### config.mk
export PLATFORM = sky130hd
export DESIGN_NAME = mdu_unit_flat
export DESIGN_NICKNAME = d
export VERILOG_FILES = /design/src/rtl/mdu_unit_pkg.sv /design/src/rtl/mdu_unit_if.sv /design/src/rtl/mdu_div_iter.sv /design/src/rtl/mdu_unit.sv /design/src/flat_wrapper.sv
export SDC_FILE = /design/constraint.sdc
export NUM_CORES = 2
export LEC_CHECK = 0
export BUFFER_PORTS_ARGS = -buffer_cell sky130_fd_sc_hd__buf_2
export CORE_UTILIZATION = 50
export CTS_CLUSTER_DIAMETER = 120
export DETAILED_ROUTE_END_ITERATION = 12
export GPL_TIMING_DRIVEN = 0
export PLACE_DENSITY = 0.73
export SYNTH_ARGS = -nofsm -noshare
export SYNTH_HDL_FRONTEND = slang
export SYNTH_HIERARCHICAL = 1
export SYNTH_SLANG_ARGS = --single-unit
### constraint.sdc
create_clock -name clk -period 7.1 [get_ports clk]
set_input_delay 1.42 -clock clk [delete_from_list [all_inputs] [get_ports clk]]
set_output_delay 1.42 -clock clk [all_outputs]
set_load 0.01 [all_outputs]
### src/rtl/mdu_unit_pkg.sv
// Shared types for the multiply/divide unit: op codes, FSM states and op-class predicates.
package mdu_unit_pkg;

  typedef enum logic [3:0] {
    MDU_MULT,
    MDU_MULTU,
    MDU_DIV,
    MDU_DIVU,
    MDU_MADD,
    MDU_MADDU,
    MDU_MSUB,
    MDU_MSUBU,
    MDU_MUL
  } mdu_op_t;

  typedef enum logic [2:0] {
    S_IDLE,
    S_MUL,
    S_ACC,
    S_DIV,
    S_DONE
  } mdu_state_e;

  typedef enum logic [1:0] {
    D_IDLE,
    D_ITER,
    D_FIX
  } div_state_e;

  function automatic logic is_signed_mdu(input mdu_op_t op);
    return op inside {MDU_MULT, MDU_DIV, MDU_MADD, MDU_MSUB, MDU_MUL};
  endfunction

  function automatic logic is_acc_mdu(input mdu_op_t op);
    return op inside {MDU_MADD, MDU_MADDU, MDU_MSUB, MDU_MSUBU};
  endfunction

  function automatic logic is_sub_mdu(input mdu_op_t op);
    return op inside {MDU_MSUB, MDU_MSUBU};
  endfunction

  function automatic logic is_div_mdu(input mdu_op_t op);
    return op inside {MDU_DIV, MDU_DIVU};
  endfunction

endpackage

### src/rtl/mdu_unit_if.sv
// Request/response bundle between the execute-stage FU (master) and the MDU (slave).
interface mdu_unit_if #(
  parameter int unsigned WIDTH = 32
) ();
  import mdu_unit_pkg::*;

  logic             flush;
  logic             req_valid;
  logic             req_ready;
  mdu_op_t          req_op;
  logic [WIDTH-1:0] req_a;
  logic [WIDTH-1:0] req_b;
  logic [WIDTH-1:0] req_hi;
  logic [WIDTH-1:0] req_lo;
  logic             resp_valid;
  logic             resp_ack;
  logic [WIDTH-1:0] resp_hi;
  logic [WIDTH-1:0] resp_lo;
  logic             busy;

  modport master (
    output flush, req_valid, req_op, req_a, req_b, req_hi, req_lo, resp_ack,
    input  req_ready, resp_valid, resp_hi, resp_lo, busy
  );

  modport slave (
    input  flush, req_valid, req_op, req_a, req_b, req_hi, req_lo, resp_ack,
    output req_ready, resp_valid, resp_hi, resp_lo, busy
  );

endinterface

### src/rtl/mdu_div_iter.sv
// Iterative restoring divider on operand magnitudes, DIV_STEP quotient bits per cycle,
// followed by one sign-fix cycle during which done is high and the results are valid.
module mdu_div_iter #(
  parameter int unsigned WIDTH    = 32,
  parameter int unsigned DIV_STEP = 1
) (
  input  logic             clk,
  input  logic             resetn,
  input  logic             abort,
  input  logic             start,
  input  logic             is_signed,
  input  logic [WIDTH-1:0] dividend,
  input  logic [WIDTH-1:0] divisor,
  output logic             done,
  output logic [WIDTH-1:0] quotient,
  output logic [WIDTH-1:0] remainder
);
  import mdu_unit_pkg::*;

  localparam int unsigned ITERS = WIDTH / DIV_STEP;
  localparam int unsigned CNT_W = $clog2(ITERS + 1);

  div_state_e       state_q, state_d;
  logic [WIDTH-1:0] rem_q, rem_d;
  logic [WIDTH-1:0] quo_q, quo_d;
  logic [WIDTH-1:0] dvs_q, dvs_d;
  logic [WIDTH-1:0] dividend_q, dividend_d;
  logic [CNT_W-1:0] cnt_q, cnt_d;
  logic             qneg_q, qneg_d;
  logic             rneg_q, rneg_d;
  logic             div0_q, div0_d;

  logic [WIDTH:0]   trial;
  logic [WIDTH-1:0] r, q;
  logic             a_neg, b_neg;

  always_comb begin
    state_d    = state_q;
    rem_d      = rem_q;
    quo_d      = quo_q;
    dvs_d      = dvs_q;
    dividend_d = dividend_q;
    cnt_d      = cnt_q;
    qneg_d     = qneg_q;
    rneg_d     = rneg_q;
    div0_d     = div0_q;
    trial      = '0;
    r          = rem_q;
    q          = quo_q;
    a_neg      = is_signed & dividend[WIDTH-1];
    b_neg      = is_signed & divisor[WIDTH-1];

    unique case (state_q)
      D_IDLE: begin
        if (start) begin
          quo_d      = a_neg ? -dividend : dividend;
          dvs_d      = b_neg ? -divisor : divisor;
          rem_d      = '0;
          qneg_d     = a_neg ^ b_neg;
          rneg_d     = a_neg;
          div0_d     = (divisor == '0);
          dividend_d = dividend;
          cnt_d      = '0;
          state_d    = D_ITER;
        end
      end
      D_ITER: begin
        // quo_q shifts dividend bits out at the top while quotient bits enter at the bottom
        for (int unsigned i = 0; i < DIV_STEP; i++) begin
          trial = {r, q[WIDTH-1]};
          if (trial >= {1'b0, dvs_q}) begin
            trial = trial - {1'b0, dvs_q};
            q     = {q[WIDTH-2:0], 1'b1};
          end else begin
            q     = {q[WIDTH-2:0], 1'b0};
          end
          r = trial[WIDTH-1:0];
        end
        rem_d = r;
        quo_d = q;
        if (cnt_q == CNT_W'(ITERS - 1)) begin
          state_d = D_FIX;
        end else begin
          cnt_d = cnt_q + 1'b1;
        end
      end
      D_FIX:   state_d = D_IDLE;
      default: state_d = D_IDLE;
    endcase

    if (abort) begin
      state_d = D_IDLE;
    end
  end

  always_ff @(posedge clk or negedge resetn) begin
    if (!resetn) begin
      state_q    <= D_IDLE;
      rem_q      <= '0;
      quo_q      <= '0;
      dvs_q      <= '0;
      dividend_q <= '0;
      cnt_q      <= '0;
      qneg_q     <= 1'b0;
      rneg_q     <= 1'b0;
      div0_q     <= 1'b0;
    end else begin
      state_q    <= state_d;
      rem_q      <= rem_d;
      quo_q      <= quo_d;
      dvs_q      <= dvs_d;
      dividend_q <= dividend_d;
      cnt_q      <= cnt_d;
      qneg_q     <= qneg_d;
      rneg_q     <= rneg_d;
      div0_q     <= div0_d;
    end
  end

  assign done      = (state_q == D_FIX);
  assign quotient  = div0_q ? '1 : (qneg_q ? -quo_q : quo_q);
  assign remainder = div0_q ? dividend_q : (rneg_q ? -rem_q : rem_q);

endmodule

### src/rtl/mdu_unit.sv
// Multiply/divide unit: pipelined multiplier, accumulate cycle and iterative divider under one FSM,
// with the result held on the response bus until acknowledged.
module mdu_unit #(
  parameter int unsigned WIDTH      = 32,
  parameter int unsigned MUL_STAGES = 2,
  parameter int unsigned DIV_STEP   = 1
) (
  input  logic       clk,
  input  logic       resetn,
  mdu_unit_if.slave  bus
);
  import mdu_unit_pkg::*;

  localparam int unsigned PW    = 2 * WIDTH;
  localparam int unsigned CNT_W = (MUL_STAGES > 1) ? $clog2(MUL_STAGES) : 1;

  mdu_state_e       state_q, state_d;
  mdu_op_t          op_q, op_d;
  logic [PW-1:0]    acc_q, acc_d;
  logic [PW-1:0]    res_q, res_d;
  logic [CNT_W-1:0] cnt_q, cnt_d;
  logic             resp_valid_q, resp_valid_d;
  logic             busy_q, busy_d;
  logic [PW-1:0]    pipe_q [MUL_STAGES];
  logic [PW-1:0]    pipe_d [MUL_STAGES];

  logic             accept;
  logic             req_signed;
  logic [PW-1:0]    a_ext, b_ext, product;
  logic             div_start, div_done;
  logic [WIDTH-1:0] div_quo, div_rem;

  assign bus.req_ready  = (state_q == S_IDLE) & ~bus.flush;
  assign accept         = bus.req_valid & bus.req_ready;
  assign req_signed     = is_signed_mdu(bus.req_op);
  assign div_start      = accept & is_div_mdu(bus.req_op);

  // The first multiplier stage registers the product at the accept edge, so the request
  // operands never need holding; the W+1-bit extension folds into the 2W-bit extension.
  always_comb begin
    a_ext   = {{WIDTH{req_signed & bus.req_a[WIDTH-1]}}, bus.req_a};
    b_ext   = {{WIDTH{req_signed & bus.req_b[WIDTH-1]}}, bus.req_b};
    product = a_ext * b_ext;
    for (int unsigned i = 0; i < MUL_STAGES; i++) begin
      pipe_d[i] = (i == 0) ? (accept ? product : pipe_q[0]) : pipe_q[i-1];
    end
  end

  mdu_div_iter #(
    .WIDTH    (WIDTH),
    .DIV_STEP (DIV_STEP)
  ) u_div (
    .clk       (clk),
    .resetn    (resetn),
    .abort     (bus.flush),
    .start     (div_start),
    .is_signed (req_signed),
    .dividend  (bus.req_a),
    .divisor   (bus.req_b),
    .done      (div_done),
    .quotient  (div_quo),
    .remainder (div_rem)
  );

  always_comb begin
    state_d = state_q;
    op_d    = op_q;
    acc_d   = acc_q;
    res_d   = res_q;
    cnt_d   = cnt_q;

    unique case (state_q)
      S_IDLE: begin
        if (accept) begin
          op_d    = bus.req_op;
          acc_d   = {bus.req_hi, bus.req_lo};
          cnt_d   = '0;
          state_d = is_div_mdu(bus.req_op) ? S_DIV : S_MUL;
        end
      end
      S_MUL: begin
        if (cnt_q == CNT_W'(MUL_STAGES - 1)) begin
          res_d   = pipe_q[MUL_STAGES-1];
          state_d = is_acc_mdu(op_q) ? S_ACC : S_DONE;
        end else begin
          cnt_d = cnt_q + 1'b1;
        end
      end
      S_ACC: begin
        res_d   = is_sub_mdu(op_q) ? (acc_q - res_q) : (acc_q + res_q);
        state_d = S_DONE;
      end
      S_DIV: begin
        if (div_done) begin
          res_d   = {div_rem, div_quo};
          state_d = S_DONE;
        end
      end
      S_DONE: begin
        if (bus.resp_ack) begin
          state_d = S_IDLE;
        end
      end
      default: state_d = S_IDLE;
    endcase

    if (bus.flush) begin
      state_d = S_IDLE;
    end

    resp_valid_d = (state_d == S_DONE);
    busy_d       = (state_d != S_IDLE);
  end

  always_ff @(posedge clk or negedge resetn) begin
    if (!resetn) begin
      state_q      <= S_IDLE;
      op_q         <= MDU_MULT;
      acc_q        <= '0;
      res_q        <= '0;
      cnt_q        <= '0;
      resp_valid_q <= 1'b0;
      busy_q       <= 1'b0;
      for (int unsigned i = 0; i < MUL_STAGES; i++) begin
        pipe_q[i] <= '0;
      end
    end else begin
      state_q      <= state_d;
      op_q         <= op_d;
      acc_q        <= acc_d;
      res_q        <= res_d;
      cnt_q        <= cnt_d;
      resp_valid_q <= resp_valid_d;
      busy_q       <= busy_d;
      for (int unsigned i = 0; i < MUL_STAGES; i++) begin
        pipe_q[i] <= pipe_d[i];
      end
    end
  end

  assign bus.resp_valid = resp_valid_q;
  assign bus.resp_hi    = res_q[PW-1:WIDTH];
  assign bus.resp_lo    = res_q[WIDTH-1:0];
  assign bus.busy       = busy_q;

endmodule

### src/flat_wrapper.sv
// flat-port wrapper written by rule: the top's interface ports become plain ports
module mdu_unit_flat import mdu_unit_pkg::*;
#(
  parameter int unsigned WIDTH      = 32,
  parameter int unsigned MUL_STAGES = 2,
  parameter int unsigned DIV_STEP   = 1
)
  (clk, resetn, bus_flush, bus_req_valid, bus_req_op, bus_req_a, bus_req_b, bus_req_hi, bus_req_lo, bus_resp_ack, bus_req_ready, bus_resp_valid, bus_resp_hi, bus_resp_lo, bus_busy);
  mdu_unit_if #(.WIDTH(WIDTH)) bus_i ();
  input  logic clk;
  input  logic resetn;
  input wire logic [$bits(bus_i.flush)-1:0] bus_flush;
  input wire logic [$bits(bus_i.req_valid)-1:0] bus_req_valid;
  input wire logic [$bits(bus_i.req_op)-1:0] bus_req_op;
  input wire logic [$bits(bus_i.req_a)-1:0] bus_req_a;
  input wire logic [$bits(bus_i.req_b)-1:0] bus_req_b;
  input wire logic [$bits(bus_i.req_hi)-1:0] bus_req_hi;
  input wire logic [$bits(bus_i.req_lo)-1:0] bus_req_lo;
  input wire logic [$bits(bus_i.resp_ack)-1:0] bus_resp_ack;
  output wire logic [$bits(bus_i.req_ready)-1:0] bus_req_ready;
  output wire logic [$bits(bus_i.resp_valid)-1:0] bus_resp_valid;
  output wire logic [$bits(bus_i.resp_hi)-1:0] bus_resp_hi;
  output wire logic [$bits(bus_i.resp_lo)-1:0] bus_resp_lo;
  output wire logic [$bits(bus_i.busy)-1:0] bus_busy;
  assign bus_i.flush = bus_flush;
  assign bus_i.req_valid = bus_req_valid;
  assign bus_i.req_op = bus_req_op;
  assign bus_i.req_a = bus_req_a;
  assign bus_i.req_b = bus_req_b;
  assign bus_i.req_hi = bus_req_hi;
  assign bus_i.req_lo = bus_req_lo;
  assign bus_i.resp_ack = bus_resp_ack;
  assign bus_req_ready = bus_i.req_ready;
  assign bus_resp_valid = bus_i.resp_valid;
  assign bus_resp_hi = bus_i.resp_hi;
  assign bus_resp_lo = bus_i.resp_lo;
  assign bus_busy = bus_i.busy;
  mdu_unit #(.WIDTH(WIDTH), .MUL_STAGES(MUL_STAGES), .DIV_STEP(DIV_STEP)) u_core (.clk(clk), .resetn(resetn), .bus(bus_i));
endmodule
Word-level counts from Yosys, hierarchy flattened --
Cells that the tools add are included.
Storage, ports and cells: register bits after elaboration 405, output and inout bits 67, word-level logic and storage cells 113
Cells by class: add/subtract/negate cells 9, multiply operators 1, $lt $le $gt $ge 1, equality and inequality tests 24, muxes and demuxes 34, bitwise operators 7, reductions and logical operators 19
Operators by type and width (count):
- 2-to-1 mux 32 bit | 9
- 2-to-1 mux 64 bit | 3
- case mux 64 bit (3 select lines) | 1
- negation 32 bit | 4
- case mux 32 bit (2 select lines) | 2
- adder 64 bit | 1
- multiplier 33 x 33 -> 64 bit | 1
- subtractor 64 bit | 1
- >= comparator 33 x 32 -> 1 bit | 1
- zero test 32 bit | 1
- subtractor 32 bit | 1
- equality test 4 x 3 -> 1 bit, second input constant | 6
- 2-to-1 mux 3 bit | 6
- case mux 3 bit (5 select lines) | 1
- 2-to-1 mux 6 bit | 2
- case mux 6 bit (2 select lines) | 1
- AND reduction 2 bit | 5
- equality test 4 x 2 -> 1 bit, second input constant | 2
- 2-to-1 mux 2 bit | 4
- != test 2 x 1 -> 1 bit, second input constant | 4
- nonzero test 2 bit | 4
- adder 6 x 1 -> 6 bit, second input constant | 1
- equality test 3 x 2 -> 1 bit, second input constant | 2
- equality test 3 bit, second input constant | 2
- other kinds (22) | 30

Logic depth before layout (Yosys ltp) --
depth after elaboration 7, gate-level depth with buffers 32, mapped depth without buffers 30

Cells and area by module --
The synthesis kept the hierarchy.
Modules (own cells, without submodules):
- mdu_unit | times used 1, cells an instance 5973, area each 52974.6 µm², seq. area each 6631.4 µm²
- mdu_div_iter | times used 1, cells an instance 1309, area each 10249.8 µm², seq. area each 3478.3 µm²

Worst setup path after synthesis --
No wires, ideal clock.
path kind input to register, start point input bus_req_op[2], end point register u_core.pipe_q, in the netlist u_core/pipe_d[63], library setup time 0.132 ns, arrival 9.454 ns, data required time 6.968 ns, setup slack -2.485 ns, cell stages on the path 28, buffers on the path 2, cell sequence o21a_1 > nor2_1 > clkbuf_1 > clkbuf_1 > and3_1 > fa_1 > fa_1 > fa_1 > inv_1 > fa_1 > inv_1 > fa_1 > fa_1 > inv_1 > fa_1 > fa_1 > inv_1 > ha_1 > a21o_1 > a21o_1 > a21oi_1 > inv_1 > nor3_1 > o211ai_1 > a41oi_1 > o31ai_1 > a41oi_1 > o41ai_1
Between the ends: longest elaborated chain between the ends 4, elaborated cells between the ends (all ways) 9, those cells by class 1 x mul; 4 x eq/ne; 2 x bitwise; 2 x reduce/logical
RTL lines:
- start: declaration | line flat_wrapper.sv:14 | input wire logic [$bits(bus_i.req_op)-1:0] bus_req_op;
- equality test 4 x 2 -> 1 bit (tied with other cells) | line mdu_unit_pkg.sv:31 | return op inside {MDU_MULT, MDU_DIV, MDU_MADD, MDU_MSUB, MDU_MUL};
- nonzero test 5 bit * | line mdu_unit_pkg.sv:31
- net u_core.req_signed | line mdu_unit.sv:28 | logic req_signed;
- bitwise AND 1 bit (on tied branches) | line mdu_unit.sv:41, mdu_unit.sv:42
- multiplier 33 x 33 -> 64 bit * | line mdu_unit.sv:43 | product = a_ext * b_ext;
- end signal: indexed assignment | line mdu_unit.sv:136 | pipe_q[i] <= pipe_d[i];
- end: declaration | line mdu_unit.sv:24 | logic [PW-1:0] pipe_q [MUL_STAGES];
The timed path passes the listed nets; every way through them passes the cells marked *. A chain may end at the register's enable or synchronous reset.

Worst setup path after layout --
start point input bus_req_op[1], end point register u_core.pipe_q, in the netlist u_core/pipe_d[63]
Same word-level chain as after synthesis.

==> flow_summary.toml <==
[yosys]
yosysSeqAreaShare = 0.1599
post-synth-top-count-cell = "nand2_1"
netlist.area_leader.share = 0.3569
synth_seq_cells = 404
netlist_area_um2 = 63220
avgSynthCellArea_um2 = 8.682
ys_async_sr_fraction = 1.000
synth_area_leaders = "fa_1 (36%), dfrtp_1 (16%), nand2_1 (8.7%), inv_1 (7.2%), ha_1 (6.2%)"
yosys.area.top_type = "fa_1"
ys.flop_type = "dfrtp_1"
synth_warnings = 6
synth.cells.most_frequent = "nand2_1 (1464), inv_1 (1207), fa_1 (1127)"
mappedNetlistNets = 8859
synthCells = 7282
synth.distinct_cells = 99
synth_edf_count = 0

[timing]
finalCriticalPeriod_ns = 8.592
grt_setup_unrepaired = "yes"
setup_viol = 46
worst_slew_pin_slew_ns = 1.459
slew_headroom = 0.02705
fin_skew_ns = 0.04339
setup-tns-final_ns = -42.30
finalMaxSlewViolations = 0
finalCritPeriodShare = 1.210
clock.fmax_mhz = 116.4
layout_setup_ws_ns = -1.492
finalHoldViolCount = 0

[floorplanning]
die_y_um = 357.6
num_io_pins = 204
die_x_um = 357.6
rows = 130
core_um2 = 125600
die-area_um2 = 127900
start_util = 0.5035

[placement]
place_congestion = 1.097
dpl.cell_count = 9139
dpl.hpwl_um = 210500
portBuffers = 203

[cts]
cts_sinks = 404
clk_latency_ns = 0.62
clockRootBuffer = "clkbuf_16"
cts_tree = "yes"
htreeDepth = 2
clock_tree.buffer_depth = 3
cts_hold_buf = 0
cts_made_buffers = 43
clkSlewWorstSetupHoldPaths_ns = 0.07

[global_routing]
first_global_vias = 56132
track_usage = 0.4127
grt_pass1_wl_um = 377700
grt_antenna_before_repair = 13
grt_max_degree = 92
grt_overflow = 0

[setup_path]
crit_path_start_kind = "input pin"
required_ns = 7.60
crit_path_max_incr_delay_ns = 0.73
path_max_fanout = 6
worst-setup-path-type = "in2reg"
cpMostUsedCell = "fa_2"
end_kind = "flop"
slowest_stage = "fa_2"
arrival_ns = 9.09

[finish]
area_delta_synth_final_pct = 18.16
fin_nets = 9311
fillCellCount = 10935
layout-drive-gt1-share = 0.1440
instances_no_fill = 9430

[routing]
top_layer_used = "met5"
post_drt_wl_per_cell_um = 28.40
drtIter0Drc = 6624
met3_length_um = 33970
vias_per_cell = 6.014
firstDrtPassIters = 8
drc = 0
num_vias = 56710
wirelength_met1_um = 95740
antenna_left = 0
wl_met2_um = 114700
drt-total-wl_um = 267800

[hold_path]
hold_class = "reg2reg"

[outcome]
violations = "negative setup slack"
outcome = "finished, violations left"

[flow_run]
drv_cap = 0
==> metrics by stage <==
step                      setup WS, ns  area, µm²  utilization  hold WS, ns
after floorplan                 -1.437      63920            -       0.3501
after global placement          -3.424      67000       0.5336       0.3588
after detailed placement        -3.557      67130       0.5346       0.3577
after CTS                       -1.516      72500       0.5774       0.3624
after global routing            -1.612      74670       0.5947       0.3758
final                           -1.492      74710       0.5949       0.3597
==> registers in the layout, indices dropped and copies added (netlist names) <==
signal / cells
u_core/acc_q: 64
u_core/bus.busy: 1
u_core/bus.resp_valid: 1
u_core/cnt_q: 1
u_core/op_q: 3
u_core/pipe_d: 64
u_core/pipe_q: 64
u_core/res_q: 64
u_core/state_q: 3
u_core/u_div/cnt_q: 6
u_core/u_div/div0_q: 1
u_core/u_div/dividend_q: 32
u_core/u_div/dvs_q: 32
u_core/u_div/qneg_q: 1
u_core/u_div/quo_q: 32
u_core/u_div/rem_q: 32
u_core/u_div/rneg_q: 1
u_core/u_div/state_q: 2
==> area by class of cell <==
cell class / instances / area [µm²] / area share
inverter: 1207 / 4557 / 0.06100
tap: 1650 / 2064 / 0.02763
clock inverter: 22 / 405.4 / 0.005427
clock buffer: 55 / 1191 / 0.01594
antenna: 14 / 35.03 / 0.0004690
buffer: 376 / 3654 / 0.04891
multi-input combinational: 5276 / 48950 / 0.6552
timing repair buffer: 426 / 3739 / 0.05004
sequential: 404 / 10110 / 0.1353
==> path summary, 6_finish.rpt <==
path,from,endpoint,slack [ns],depth (start not counted)
min in group asynchronous,resetn,u_core/acc_q[45]$_DFFE_PN0P_,0.75,1
worst max register to register,u_core/op_q[3]$_DFFE_PN0P_,u_core/res_q[60]$_DFFE_PN0P_,0.58,18
max in group asynchronous,resetn,u_core/pipe_q[5]$_DFF_PN0_,5.10,3
worst max-delay path,bus_req_op[1],u_core/pipe_d[63]$_DFFE_PN0P_,-1.49,30
worst min-delay path,u_core/pipe_d[14]$_DFFE_PN0P_,u_core/pipe_q[14]$_DFF_PN0_,0.36,0
worst min register to register,u_core/pipe_d[14]$_DFFE_PN0P_,u_core/pipe_q[14]$_DFF_PN0_,0.36,0
==> cells by family (layout without fill, tap and decap cells) <==
| logic type | count (synthesis) | after routing | synth area share |
|---|---|---|---|
| multiplexers | 25 | 25 | 0.003998 |
| AO/OA/AOI/OAI | 1088 | 1088 | 0.1050 |
| AND/OR/NAND/NOR | 2390 | 2390 | 0.1706 |
| buffers and inverters | 1602 | 2086 | 0.09551 |
| other | 0 | 14 | 0 |
| flip-flops | 404 | 404 | 0.1599 |
| XOR/XNOR | 333 | 333 | 0.04613 |
| adder cells (fa/ha/maj) | 1440 | 1440 | 0.4188 |
==> routing by layer <==
metal	track usage	up-vias
met3	0.1357	927
met1	0.5106	28387
met5	0.01000	-
li1	-	23585
met2	0.6143	3799
met4	0.2786	12
==> cells in the final DEF (no fill, tap or decap), drive strengths merged, types with 24 or more instances in the layout <==
cell type,synthesis,final
o21bai,36,36
a21oi,273,273
ha,313,313
o41ai,24,24
a22oi,31,31
a31oi,29,29
nor2,217,217
a21o,80,80
and2,302,302
nand2b,24,24
inv,1207,1207
buf,22,486
fa,1127,1127
xnor2,154,154
o21ai,403,403
and3,53,53
or3,30,30
nand2,1466,1466
nand3,94,94
clkbuf,373,371
o211ai,37,37
nor3,58,58
dfrtp,404,404
nand4,42,42
o31ai,47,47
xor2,179,179
==> worst max-delay path, delay by kind of cell <==
kind	cells	cell delay, ns
AO/OA/AOI/OAI	8	1.55
adder cells (fa/ha/maj)	9	4.42
buffers and inverters	10	1.11
AND/OR/NAND/NOR	3	0.56
==> what timing repair did <==
action / CTS / global route
setup buffers: 89 / 124
setup endpoints to repair: 53 / 50
cloned: 1 / 8
resized for setup: 749 / 349
pin swaps: 90 / 186
Power is not shown: default switching activity piles up to over one toggle a cycle in this logic, so the estimate is an artifact.
